**src/rtl/memory_access_controller.sv**
```systemverilog
// memory_access_controller: single-transaction req/ack memory sequencer between control unit and memory, with timeout and registered outputs
module memory_access_controller #(
    parameter int ADDR_WIDTH = 12,
    parameter int DATA_WIDTH = 16,
    parameter int TIMEOUT    = 15
) (
    input  logic                  clk,
    input  logic                  reset,
    input  logic                  cpu_rd,
    input  logic                  cpu_wr,
    input  logic [ADDR_WIDTH-1:0] cpu_addr,
    input  logic [DATA_WIDTH-1:0] cpu_wdata,
    output logic                  cpu_busy,
    output logic                  cpu_done,
    output logic                  cpu_err,
    output logic [DATA_WIDTH-1:0] rdata_out,
    output logic                  mem_req,
    output logic                  mem_we,
    output logic [ADDR_WIDTH-1:0] mem_addr,
    output logic [DATA_WIDTH-1:0] mem_wdata,
    input  logic                  mem_ack,
    input  logic [DATA_WIDTH-1:0] mem_rdata
);
    typedef enum logic [1:0] {IDLE, ACCESS, DONE} state_t;
    localparam logic [7:0] LAST = 8'(TIMEOUT - 1);
    state_t state, state_n;
    logic [7:0] cnt, cnt_n;
    logic req_n, we_n, done_n, err_n;
    logic [ADDR_WIDTH-1:0] addr_n;
    logic [DATA_WIDTH-1:0] wdata_n, rdata_n;
    always_ff @(posedge clk or posedge reset) begin
        if (reset) begin
            state     <= IDLE;
            cnt       <= '0;
            cpu_busy  <= 1'b0;
            cpu_done  <= 1'b0;
            cpu_err   <= 1'b0;
            rdata_out <= '0;
            mem_req   <= 1'b0;
            mem_we    <= 1'b0;
            mem_addr  <= '0;
            mem_wdata <= '0;
        end else begin
            state     <= state_n;
            cnt       <= cnt_n;
            cpu_busy  <= state_n != IDLE;
            cpu_done  <= done_n;
            cpu_err   <= err_n;
            rdata_out <= rdata_n;
            mem_req   <= req_n;
            mem_we    <= we_n;
            mem_addr  <= addr_n;
            mem_wdata <= wdata_n;
        end
    end
    always_comb begin
        state_n = state;
        cnt_n   = cnt;
        req_n   = mem_req;
        we_n    = mem_we;
        addr_n  = mem_addr;
        wdata_n = mem_wdata;
        rdata_n = rdata_out;
        done_n  = 1'b0;
        err_n   = 1'b0;
        case (state)
            IDLE: if (cpu_rd || cpu_wr) begin
                state_n = ACCESS;
                cnt_n   = '0;
                req_n   = 1'b1;
                we_n    = cpu_wr;
                addr_n  = cpu_addr;
                wdata_n = cpu_wdata;
            end
            ACCESS: if (mem_ack) begin
                state_n = DONE;
                req_n   = 1'b0;
                done_n  = 1'b1;
                rdata_n = mem_we ? rdata_out : mem_rdata;
            end else if (cnt == LAST) begin
                state_n = DONE;
                req_n   = 1'b0;
                done_n  = 1'b1;
                err_n   = 1'b1;
            end else begin
                cnt_n = cnt + 8'd1;
            end
            default: state_n = IDLE;
        endcase
    end
endmodule
```
**config.mk**
```make
export PLATFORM = sky130hd
export DESIGN_NAME = memory_access_controller
export DESIGN_NICKNAME = d
export VERILOG_FILES = /design/src/rtl/memory_access_controller.sv
export SDC_FILE = /design/constraint.sdc
export NUM_CORES = 1
export LEC_CHECK = 0
export ABC_CLOCK_PERIOD_IN_PS = 2800
export BUFFER_PORTS_ARGS = -buffer_cell sky130_fd_sc_hd__clkbuf_2
export CORE_MARGIN = 1.5
export CORE_UTILIZATION = 51
export DETAILED_ROUTE_END_ITERATION = 8
export PLACE_DENSITY = 0.95
export SYNTH_ARGS = -nofsm -noshare
export SYNTH_HDL_FRONTEND = slang
export SYNTH_SLANG_ARGS = --single-unit
export TNS_END_PERCENT = 10
```
**constraint.sdc**
```tcl
create_clock -name clk -period 2.8 [get_ports clk]
set_input_delay 0.14 -clock clk [delete_from_list [all_inputs] [get_ports clk]]
set_output_delay 0.14 -clock clk [all_outputs]
set_load 0.03 [all_outputs]
```
==> reports/results.ini, run 1 <==
[outcome]
status=completed

[global_route]
grtUsageTotal_pct=21.0
grt-ovfl-total=0
grt_pass1_vias=1886
grt_pass1_wl_microns=8200
grt_max_degree=40
antenna_found_initial=0

[route]
ant_nets=0
first_iter_violations=123
num_vias=1936
met3_length_microns=355
drt-met1-wl_microns=1890
first_pass_iters=4
top_layer_used=met4
wl_microns=4900
wl_per_cell_microns=12.4
drc=0
met2_length_microns=2590
vias_per_cell=4.90

[power_and_ir_drop]
ir_drop_uv=747
p_leak_nw=1.75
p_per_area_nw_per_um2=1210

[synthesis]
netlist.area_leader.share_pct=63.2
synth.distinct_cells=29
ys.flop_type=dfrtp_1
synthTopCellsByCount=nand2_1, dfrtp_1, mux2_2
synth_edf_count=0
yosys_warnings=0
async_reset_ff_share_pct=100
synth_top_area_cell=dfrtp_1
syn_area_per_cell_sq_um=10.5
synth_seq_cells=59
syn-num-nets=273
synth.most_common_cell=nand2_1
syn-cell-area_sq_um=2330
synthTopCellsByArea=dfrtp_1, nand2_1, mux2_2
synth-seq-area-share_pct=63.2
synth_cells=222

[sta]
drv_slew=0
min_period_over_period_pct=62.4
period_needed_ns=1.75
timing.fmax_mhz=572
rsz0062_at_grt=no
finalSetupViolCount=0
tns_ns=0
fin_worst_skew_ns=0.00397
tightestPinTransition_ns=0.684
post-route-worst-setup-slack_ns=1.05
relSlewSlack_pct=54.4
finalHoldViolCount=0

[critical_path]
crit_type=flip-flop to flip-flop
cp_data_required_time_ns=3.03
cp_num_buf_inv=0
cp.arrival_ns=1.98
start_kind=flip-flop
cp_slowest_cell=or4_1
cpPeakStageDelay_ns=0.44
critPathTopFamily=simple AND/OR/NAND/NOR gates
cp-end-kind=flip-flop
worst-path-max-fanout=13
path_cells=or3b_1, a31o_1, or4_1, o211ai_1

[place]
io_buffers=97
place_congestion=0.779
placed_cells=366
place_ws_ns=1.07
hpwl_microns=3390
placed_area_sq_um=2880

[cells_and_area]
utilization_pct=73.0
nFillCells=330
stdcell_area_sq_um=3200
layout.nets=390
diodes=0
drive_gt1_share_pct=39.1
area_growth_pct=37.1
finalNonFillerCells=395

[run]
maxCapViolCount=0

[die]
die_y_microns=70.7
start_util_pct=53.3
pin_count=98
core_area_sq_um=4380
rows=24
dieWidth_microns=70.7
die_area_sq_um=4990

[clock_network]
clk_latency_ns=0.32
cts_root_buf=clkbuf_8
cts_tree=done
cts_made_buffers=9
post_cts_resized=0
cts_sinks=59
clkTransAtPathRegs_ns=0.06
htreeDepth=3
clockBufferDepth=2

[worst_hold_path]
hold_path_class=input port to flip-flop

[registers in the layout, indices dropped and copies added, names as in the netlist]
register   count
cpu_busy       1
rdata_out     16
cpu_done       1
mem_we         1
mem_wdata     16
mem_req        1
cpu_err        1
mem_addr      12
state          2
cnt            8
[stage by stage]
step	total power, mW	hold slack [ns]
final	3.88	0.0148
after global routing	4.13	0.0107
after floorplan	2.67	0.245
after CTS	3.92	0.000618
after detailed placement	3.22	0.150
after global placement	3.15	0.137
[power breakdown]
part / switching (mW) / internal [mW] / leakage (nW)
combinational: 1.23 / 0.546 / 0.929
clock: 0.289 / 0.386 / 0.0953
sequential: 0.211 / 1.22 / 0.730
[metal layers]
layer  GRT usage (%)  vias to the layer above
met2            35.7                       79
met1            25.0                      891
li1                -                      959
met4            9.43                        0
met3            5.70                        7
met5               0                        -
[final timing paths]
kind	endpoint	startpoint	slack [ns]	cells after the start
max	cnt[5]	state[1]	1.05	4
min	mem_addr[3]	cpu_addr[3]	0.01	3
max reg2reg	cnt[5]	state[1]	1.05	4
min reg2reg	mem_addr[2]	mem_addr[2]	0.47	2
max in group asynchronous	rdata_out[12]	reset	1.64	4
min in group asynchronous	mem_wdata[6]	reset	0.34	3
[layout by cell type (no fill, tap or decap), types with 2 or more instances in the layout]
cell / synthesis / final
a21o_1: 2 / 2
a21oi_1: 3 / 3
buf_4: 0 / 4
clkbuf_2: 0 / 97
clkbuf_8: 0 / 12
clkinv_2: 0 / 2
dfrtp_1: 59 / 59
dlygate4sd3_1: 0 / 14
ha_1: 2 / 2
inv_1: 5 / 4
mux2_2: 16 / 16
nand2_1: 89 / 89
nand3_1: 8 / 8
nand4_1: 2 / 2
nor2_1: 4 / 4
o21ai_0: 4 / 4
xor2_1: 3 / 3
[worst min-delay path, delay by kind of cell]
kind	cells	cell delay, ns
buffers and inverters	1	0.08
and+or+nand+nor	2	0.08
[cell type report]
cell class | instances | area (sq um) | area share, %
flip-flops and latches | 59 | 1480 | 46.1
multi-input cells | 149 | 807 | 25.2
repair buffers | 115 | 656 | 20.5
clock buffers | 13 | 169 | 5.28
well taps | 52 | 65.1 | 2.03
inverters | 5 | 18.8 | 0.586
clock inverters | 2 | 10.0 | 0.313
[repair_timing]
action	in CTS	in global routing
buffers inserted	0	0
hold endpoints to repair	33	0
hold buffers	14	0
[cells by family (layout without fill, tap and decap cells)]
kind of cell / after synthesis / in the layout / synth area share, %
simple gates: 112 / 112 / 20.2
flops: 59 / 59 / 63.2
mux: 17 / 17 / 8.15
compound gates: 15 / 15 / 3.91
buf+inv: 14 / 135 / 2.36
xor+xnor: 3 / 3 / 1.13
fa+ha+maj: 2 / 2 / 1.07
Power figures use the tool's default switching activity.
==> inputs of run 2 (changes only) <==
--- a/config.mk
+++ b/config.mk
@@ -5,12 +5,13 @@
 export SDC_FILE = /design/constraint.sdc
 export NUM_CORES = 1
 export LEC_CHECK = 0
-export ABC_CLOCK_PERIOD_IN_PS = 2800
+export ABC_AREA = 1
+export ABC_CLOCK_PERIOD_IN_PS = 1400
 export BUFFER_PORTS_ARGS = -buffer_cell sky130_fd_sc_hd__clkbuf_2
 export CORE_MARGIN = 1.5
-export CORE_UTILIZATION = 51
+export CORE_UTILIZATION = 43
 export DETAILED_ROUTE_END_ITERATION = 8
-export PLACE_DENSITY = 0.95
+export PLACE_DENSITY = 0.86
 export SYNTH_ARGS = -nofsm -noshare
 export SYNTH_HDL_FRONTEND = slang
 export SYNTH_SLANG_ARGS = --single-unit
==> constraint.sdc (replaced) <==
create_clock -name clk -period 1.4 [get_ports clk]
set_input_delay 0.07 -clock clk [delete_from_list [all_inputs] [get_ports clk]]
set_output_delay 0.07 -clock clk [all_outputs]
set_load 0.03 [all_outputs]
==> run 2 against run 1 <==
Final area up 19%. Global-route usage up 3.2 points. Cell count up 30%. Critical path depth up 3. Sequential share of layout area down 7.4 points. Synthesized cell count up 26%. Setup slack worse by 1.0 ns. Core utilization down 3.3 points. Power up 120%. Die area up 23%. Via count up 26%. Wire length up 42%. Largest power group unchanged. Highest routed layer unchanged.
==> reports/results.ini, run 2 <==
[cells_and_area]
drive_gt1_share_pct=34.2
utilization_pct=69.8
area_growth_pct=56.8
reg_top3=mem_wdata (16), rdata_out (16), mem_addr (12)
final_cell_mix=nand2_1, clkbuf_2, dfrtp_1
diodes=0
layout.nets=487
layout_commonest_cell=nand2_1

[global_route]
grtUsageTotal_pct=24.2
grt_max_degree=44
grt-ovfl-total=0
grt_pass1_wl_microns=11400
antenna_found_initial=0
grt_pass1_vias=2569

[critical_path]
cp_num_buf_inv=3
critPathTopFamily=buffers and inverters
cp-end-kind=flip-flop
r2r_cells=6
cpPeakStageDelay_ns=0.54
cp.arrival_ns=1.63
cp_data_required_time_ns=1.65
worst-path-max-fanout=23
startpoint=cpu_wr
start_kind=input port
cp.depth=7
rr_startpoint=cnt[0]
cp_slowest_cell=dlygate4sd3_1
crit_type=input port to flip-flop
path_cells=dlygate4sd3_1, clkbuf_2, or2_1, nand3_2, buf_6, nand2_2, o21ai_2

[sta]
fin_worst_skew_ns=0.00991
tns_ns=0
min_period_over_period_pct=98.5
tightestPinTransition_ns=0.382
finalHoldViolCount=0
period_needed_ns=1.38
timing.fmax_mhz=725
drv_slew=0
finalSetupViolCount=0
relSlewSlack_pct=74.5

[synthesis]
synthTopCellsByCount=nand2_1, dfrtp_1, nand3_1
synth.most_common_cell=nand2_1
synthTopCellsByArea=dfrtp_1, nand2_1, nand3_1
synth.distinct_cells=20
syn_area_per_cell_sq_um=8.70
synth_seq_cells=59
ys.flop_type=dfrtp_1
syn-num-nets=331
syn-cell-area_sq_um=2440
netlist.area_leader.share_pct=60.6
yosys_warnings=0
synth_edf_count=0
synth_top_area_cell=dfrtp_1
synth_cells=280
async_reset_ff_share_pct=100
synth-seq-area-share_pct=60.6

[power_and_ir_drop]
ir_drop_uv=1730
p_per_area_nw_per_um2=2210
p_leak_nw=2.09
finalPower_mw=8.46

[die]
pin_count=98
die_y_microns=78.3
start_util_pct=44.5
dieWidth_microns=78.3
rows=27
core_area_sq_um=5470
die_area_sq_um=6130

[clock_network]
cts_sinks=59
cts_tree=done
htreeDepth=3
cts_root_buf=clkbuf_8
clockBufferDepth=2
cts_made_buffers=9
clk_latency_ns=0.33
clkTransAtPathRegs_ns=0.07

[route]
wl_per_cell_microns=13.6
vias_per_cell=4.74
first_iter_violations=127
ant_nets=0
wl_microns=6970
num_vias=2432
drc=0
first_pass_iters=4

[worst_hold_path]
hold_path_class=input port to flip-flop
min_from=mem_ack
hold_path_depth=3

[place]
place_congestion=0.795
hpwl_microns=4070
io_buffers=97

[run]
maxCapViolCount=0

[outcome]
status=completed

run 2: cell count changes after synthesis, moves of 4 or more:
cell,change
clkbuf_1,-7
nand2_1,+54
mux2_2,-16
inv_2,+4
buf_2,+6
nand3_1,+16
nor2_1,+6
run 2: worst min-delay path, delay by kind of cell:
| kind | cells | cell delay, ns |
|---|---|---|
| and+or+nand+nor | 2 | 0.17 |
| buffers and inverters | 1 | 0.14 |
run 2: layout make-up:
cell class,count,area (sq um)
repair buffers,154,1060
fillers,404,1650
flip-flops and latches,59,1480
clock buffers,11,151
multi-input cells,200,932
inverters,12,48.8
well taps,72,90.1
clock inverters,5,60.1
run 2: timing repair:
action,in CTS,in global routing
hold buffers,46,0
hold endpoints to repair,61,0
buffers inserted,0,5
pin swaps,2,3
endpoints found under the setup margin,6,10
resized for setup,3,18
run 2: path summary, 6_finish.rpt:
kind	slack, ns	endpoint
min in group asynchronous	0.28	rdata_out[9]
setup / recovery	0.02	cnt[3]
setup reg to reg	0.07	cnt[3]
hold / removal	0.1	state[1]
hold reg to reg	0.48	rdata_out[2]
max in group asynchronous	0.59	cnt[1]
run 2: kinds of logic after synthesis:
kind of cell / after synthesis / synth area share (%)
simple gates: 190 / 32.6
xor+xnor: 1 / 0.360
fa+ha+maj: 2 / 1.03
compound gates: 7 / 1.44
flops: 59 / 60.6
buf+inv: 21 / 3.95
run 2: per-layer routing:
layer	part of all wire [%]	wire length, microns	GRT usage, %
met1	38	2620	27.6
met3	5.9	408	6.40
met2	54	3780	42.2
met5	0	0	0
met4	2.2	154	11.3
run 2: report_power, final:
| group | leakage, nW | internal (mW) | switching [mW] |
|---|---|---|---|
| clock network | 0.106 | 0.925 | 0.687 |
| logic | 1.24 | 1.20 | 2.77 |
| registers | 0.738 | 2.42 | 0.456 |
| total | 2.09 | 4.54 | 3.91 |
run 2: per-stage QoR:
step	std cells	instance area, sq um	setup slack (ns)	hold slack [ns]
floorplan	280	2440	0.133	0.170
global placement	446	3030	0.0940	0.0675
detailed placement	446	3030	-0.0221	0.0661
CTS	508	3710	0.0155	0.0242
global route	513	3820	-0.0259	0.0793
finish	513	3820	0.0214	0.0975
